<file path="config.mk">
export PLATFORM = sky130hd
export DESIGN_NAME = somador_sinal_pipeline
export DESIGN_NICKNAME = d
export VERILOG_FILES = /design/src/rtl/somador_sinal_pipeline.sv
export SDC_FILE = /design/constraint.sdc
export NUM_CORES = 1
export LEC_CHECK = 0
export CORE_MARGIN = 3
export CORE_UTILIZATION = 43
export CTS_CLUSTER_DIAMETER = 150
export DETAILED_ROUTE_END_ITERATION = 8
export PLACE_DENSITY = 0.64
export SETUP_SLACK_MARGIN = 0.02
export SLEW_MARGIN = 40
export SYNTH_ARGS = -nofsm -noshare
export SYNTH_HDL_FRONTEND = slang
export SYNTH_SLANG_ARGS = --single-unit
</file>
<file path="constraint.sdc">
create_clock -name clk -period 7.8 [get_ports clk]
set_input_delay 1.56 -clock clk [delete_from_list [all_inputs] [get_ports clk]]
set_output_delay 1.56 -clock clk [all_outputs]
set_load 0.01 [all_outputs]
</file>
<file path="src/rtl/somador_sinal_pipeline.sv">
// Two-stage flow-controlled adder for mixed-sign operands with an optional running
// accumulator; overflow either clamps to the result range or wraps, chosen by SATURAR.
module somador_sinal_pipeline #(
    parameter int LARG_A  = 8,
    parameter int LARG_B  = 4,
    parameter int LARG_S  = 8,
    parameter int SATURAR = 1
) (
    input  logic              clk,
    input  logic              rst_n,
    input  logic              entrada_valida,
    output logic              entrada_pronta,
    input  logic [LARG_A-1:0] entrada_a,
    input  logic [LARG_B-1:0] entrada_b,
    input  logic [2:0]        codigo,
    input  logic              limpar_acc,
    output logic [LARG_S-1:0] saida,
    output logic              estouro,
    output logic              saida_valida,
    input  logic              saida_pronta
);

    localparam int LARG_AB = (LARG_A > LARG_B) ? LARG_A : LARG_B;
    localparam int LARG_M  = (LARG_AB > LARG_S) ? LARG_AB : LARG_S;
    localparam int W       = LARG_M + 2;
    // One extra bit so that A + B + acc can never wrap inside the adder itself.
    localparam int SOMA_W  = W + 1;

    localparam logic signed [SOMA_W-1:0] MAX_U = {{(SOMA_W-LARG_S){1'b0}}, {LARG_S{1'b1}}};
    localparam logic signed [SOMA_W-1:0] MAX_S = {{(SOMA_W-LARG_S+1){1'b0}}, {(LARG_S-1){1'b1}}};
    localparam logic signed [SOMA_W-1:0] MIN_S = {{(SOMA_W-LARG_S+1){1'b1}}, {(LARG_S-1){1'b0}}};

    function automatic logic signed [W-1:0] estende_a(input logic [LARG_A-1:0] v, input logic sinal);
        return sinal ? {{(W-LARG_A){v[LARG_A-1]}}, v} : {{(W-LARG_A){1'b0}}, v};
    endfunction

    function automatic logic signed [W-1:0] estende_b(input logic [LARG_B-1:0] v, input logic sinal);
        return sinal ? {{(W-LARG_B){v[LARG_B-1]}}, v} : {{(W-LARG_B){1'b0}}, v};
    endfunction

    // Returns {overflow, result}; the range depends on whether the result type is signed.
    function automatic logic [LARG_S:0] satura(input logic signed [SOMA_W-1:0] e, input logic sinal);
        logic                ovf;
        logic [LARG_S-1:0]   v;
        ovf = 1'b0;
        v   = e[LARG_S-1:0];
        if (sinal) begin
            if (e > MAX_S) begin
                ovf = 1'b1;
                if (SATURAR != 0) v = MAX_S[LARG_S-1:0];
            end else if (e < MIN_S) begin
                ovf = 1'b1;
                if (SATURAR != 0) v = MIN_S[LARG_S-1:0];
            end
        end else begin
            if (e[SOMA_W-1]) begin
                ovf = 1'b1;
                if (SATURAR != 0) v = '0;
            end else if (e > MAX_U) begin
                ovf = 1'b1;
                if (SATURAR != 0) v = MAX_U[LARG_S-1:0];
            end
        end
        return {ovf, v};
    endfunction

    logic                     avancar;
    logic signed [W-1:0]      ext_a_p0;
    logic signed [W-1:0]      ext_b_p0;

    logic                     vld_p1;
    logic signed [W-1:0]      ext_a_p1;
    logic signed [W-1:0]      ext_b_p1;
    logic [2:0]               codigo_p1;

    logic                     sinal_res_p1;
    logic signed [SOMA_W-1:0] acc_ext_p1;
    logic signed [SOMA_W-1:0] soma_p1;
    logic [LARG_S:0]          resultado_p1;

    logic                     vld_p2;
    logic [LARG_S-1:0]        saida_p2;
    logic                     estouro_p2;
    logic [LARG_S-1:0]        acc_p2;

    assign avancar        = !vld_p2 || saida_pronta;
    assign entrada_pronta = avancar;
    assign saida          = saida_p2;
    assign estouro        = estouro_p2;
    assign saida_valida   = vld_p2;

    // Stage 0 -> 1: operand extension and registration
    assign ext_a_p0 = estende_a(entrada_a, codigo[0]);
    assign ext_b_p0 = estende_b(entrada_b, codigo[1]);

    always_ff @(posedge clk or negedge rst_n) begin
        if (!rst_n) begin
            vld_p1    <= 1'b0;
            ext_a_p1  <= '0;
            ext_b_p1  <= '0;
            codigo_p1 <= '0;
        end else if (avancar) begin
            vld_p1    <= entrada_valida;
            ext_a_p1  <= ext_a_p0;
            ext_b_p1  <= ext_b_p0;
            codigo_p1 <= codigo;
        end
    end

    // Stage 1 -> 2: exact sum with accumulator, range check, result register
    always_comb begin
        sinal_res_p1 = |codigo_p1[1:0];
        acc_ext_p1   = '0;
        if (codigo_p1[2]) begin
            acc_ext_p1 = sinal_res_p1 ? {{(SOMA_W-LARG_S){acc_p2[LARG_S-1]}}, acc_p2}
                                      : {{(SOMA_W-LARG_S){1'b0}}, acc_p2};
        end
        soma_p1      = {ext_a_p1[W-1], ext_a_p1} + {ext_b_p1[W-1], ext_b_p1} + acc_ext_p1;
        resultado_p1 = satura(soma_p1, sinal_res_p1);
    end

    always_ff @(posedge clk or negedge rst_n) begin
        if (!rst_n) begin
            vld_p2     <= 1'b0;
            saida_p2   <= '0;
            estouro_p2 <= 1'b0;
        end else if (avancar) begin
            vld_p2     <= vld_p1;
            saida_p2   <= resultado_p1[LARG_S-1:0];
            estouro_p2 <= resultado_p1[LARG_S];
        end
    end

    // The clear has priority even when a result is being loaded in the same cycle.
    always_ff @(posedge clk or negedge rst_n) begin
        if (!rst_n) begin
            acc_p2 <= '0;
        end else if (limpar_acc) begin
            acc_p2 <= '0;
        end else if (avancar && vld_p1) begin
            acc_p2 <= resultado_p1[LARG_S-1:0];
        end
    end

endmodule

</file>
==> impl_metrics.json <==
{
  "p_clk_share_pct": 17.9,
  "synth_nets": 299,
  "switching_share_pct": 39.5,
  "cts_resized": 0,
  "power_switching_w": 0.000352,
  "globalRouteTotalUtil_pct": 17.1,
  "yosys.area_share.simple_pct": 19.2,
  "maxCapViolations": 0,
  "clock_skew_ns": 0.00750,
  "post_drt_via_cell_ratio": 5.33,
  "drc": 0,
  "synth_xor_area_share_pct": 1.51,
  "finalMaxSlewViolations": 0,
  "clockBufferDepth": 2,
  "hold_class": "reg2reg",
  "insertion_delay_ns": 0.29,
  "synth.distinct_cells": 46,
  "whs_ns": 0.496,
  "first_iter_violations": 125,
  "rr_endpoint": "acc_p2[7]",
  "synth_fa_ha_area_share_pct": 12.9,
  "antenna_found_initial": 0,
  "crit_fanout": 50,
  "cts_tree": "done",
  "ys_ff_latch": 36,
  "synthMuxAreaShare_pct": 0,
  "pwr-share-seq_pct": 30.5,
  "r2r-start": "codigo_p1[2]",
  "cts_made_buffers": 5,
  "comb_power_share_pct": 51.6,
  "num_rows": 26,
  "fin_crit_ns": 4.87,
  "yosys-top-cells-area": "dfrtp_1, fa_1, nand2_1, ha_1, o22ai_1",
  "mostFrequentLayoutCell": "nand2_1",
  "finalHoldViolations": 0,
  "outcome": "finished clean",
  "finalPower_w": 0.000891,
  "min-delay-start": "codigo_p1[0]",
  "rsz0062_at_grt": "false",
  "post-cts-setup-buffers": 0,
  "clkSlewWorstSetupHoldPaths_ns": 0.07,
  "synthCells": 261,
  "critical_path.max_stage_delay_ns": 0.62,
  "num_antenna_cells": 0,
  "final.period_utilization_pct": 62.4,
  "first_global_vias": 1858,
  "min_to": "codigo_p1[0]",
  "die_h_um": 79.6,
  "dp_hpwl_mm": 3.86,
  "vias": 1930,
  "final_cell_area_mm2": 0.00281,
  "syn_avg_cell_area_um2": 8.92,
  "syn_area_mm2": 0.00233,
  "p_leak_nw": 1.31,
  "met2_usage_pct": 29.0,
  "seq_area_frac_synth_pct": 38.7,
  "synth_compound_gate_area_share_pct": 22.3,
  "cts_hold_buffers": 0,
  "rrSetupSlack_ns": 3.92,
  "grt-busiest-layer": "met2",
  "io_pins": 31,
  "critPathSlowestCell": "clkdlybuf4s50_1",
  "crit_arrival_ns": 3.31,
  "die_w_um": 79.6,
  "worst_pin_slew_ns": 0.734,
  "synth_top_family_by_area": "compound AO/OA/AOI/OAI gates",
  "wl_mm": 5.08,
  "critical_path_class": "in2out",
  "final_antenna_net_count": 0,
  "final_cell_mix": "nand2_1, dfrtp_1, clkdlybuf4s50_1",
  "synth_edf_count": 0,
  "nets": 329,
  "grt_max_degree": 51,
  "gr-total-overflow": 0,
  "min_path_cells": 2,
  "ys_warn_count": 0,
  "placedCellCount": 354,
  "slew_headroom_pct": 51.1,
  "ir_worst_vdd_v": 0.000164,
  "cp.required_ns": 6.24,
  "synthDominantCellAreaShare_pct": 38.7,
  "cts_root_buf": "clkbuf_8",
  "postPlaceCellArea_mm2": 0.00271,
  "use_met3_pct": 3.05,
  "synth_top_cell_by_area": "dfrtp_1",
  "routedWlPerCell_um": 14.0,
  "setup_viol": 0,
  "path_cells": "clkdlybuf4s50_1 > nor2b_1 > buf_4 > inv_1 > buf_4 > clkdlybuf4s50_1",
  "end_kind": "output port",
  "reg2reg_depth": 12,
  "fin_setup_tns_ns": 0,
  "max_freq_ghz": 0.205,
  "met1_usage_pct": 22.0,
  "grt_pass1_wl_mm": 8.47,
  "cellPowerDensity_mw_per_mm2": 317,
  "p_int_w": 0.000539,
  "dieArea_mm2": 0.00633,
  "port_buffers": 30,
  "cts.htree.levels": 2,
  "cp-start-kind": "primary input",
  "initial_core_util_pct": 45.0,
  "drive_above_1_share_pct": 6.16,
  "clock_sinks": 36,
  "drt_pre_antenna_iters": 5,
  "fin_cells": 362,
  "core_mm2": 0.00517,
  "routabilityCongestion": 0.823,
  "async_flop_share_pct": 100,
  "area_growth_pct": 20.9,
  "ys.flop_type": "dfrtp_1"
}
-- power groups by stage --
stage	combinational, W	clock (W)	sequential, W
5_1_grt	0.000515	0.000173	0.000279
4_1_cts	0.000462	0.000164	0.000272
3_3_place_gp	0.000450	0	0.000275
3_5_place_dp	0.000460	0	0.000276
2_1_floorplan	0.000311	0	0.000279
6_report	0.000460	0.000159	0.000272
-- flip-flops by register name, indices dropped and copies added (netlist names) --
register      flops
saida             8
ext_b_p1          5
saida_valida      1
ext_a_p1          9
vld_p1            1
estouro           1
acc_p2            8
codigo_p1         3
-- cell families after synthesis --
group	count (synthesis)
buffers and inverters	33
adders and majority gates	18
AOI/OAI and AO/OA	74
xor gates and xnor gates	4
and+or+nand+nor	96
DFF	36
-- synthesized netlist by cell type (2+ instances only) --
cell type / number
a31oi_1: 3
nand2_1: 52
a21oi_1: 12
nor2_1: 14
o211ai_1: 9
nand3_1: 2
o22ai_1: 15
or2_2: 3
nor2b_1: 3
fa_1: 10
ha_1: 8
and2_1: 6
clkbuf_1: 8
o21a_1: 2
inv_1: 23
a21o_1: 6
a311o_1: 2
nor3_1: 4
o21ai_0: 12
dfrtp_1: 36
xnor2_1: 3
nand2b_1: 4
-- through the flow --
stage          util [%]  worst slack (ns)
6_report           54.4              2.93
5_1_grt            54.4              2.82
4_1_cts            54.4              2.92
3_5_place_dp       52.3              2.93
3_3_place_gp       52.2              2.92
2_1_floorplan         -              3.92
-- critical path, delay by kind of cell --
family / cells / cell delay (ns)
buffers and inverters: 5 / 1.69
AND/OR/NAND/NOR: 1 / 0.04
-- cell type report --
| cell class | instances | area [um2] |
|---|---|---|
| multi-input combinational | 192 | 1310 |
| clock inverter | 2 | 35.0 |
| sequential | 36 | 901 |
| fill | 468 | 2360 |
| tap | 70 | 87.6 |
| clock buffer | 6 | 72.6 |
| inverter | 23 | 86.3 |
| timing repair buffer | 33 | 323 |
-- worst max path at each step --
stage / from / to / slack [ns]
finish: saida_pronta / entrada_pronta / 2.93
floorplan: saida_pronta / entrada_pronta / 3.92
global route: saida_pronta / entrada_pronta / 2.82
detailed placement: saida_pronta / entrada_pronta / 2.93
global placement: saida_pronta / entrada_pronta / 2.92
CTS: saida_pronta / entrada_pronta / 2.92
-- layer usage --
metal	up-vias	share of wire, %
met5	-	0
met4	0	1.1
met3	6	3.3
met2	42	50
met1	915	46
li1	967	-
(Power assumes the default switching activity.)
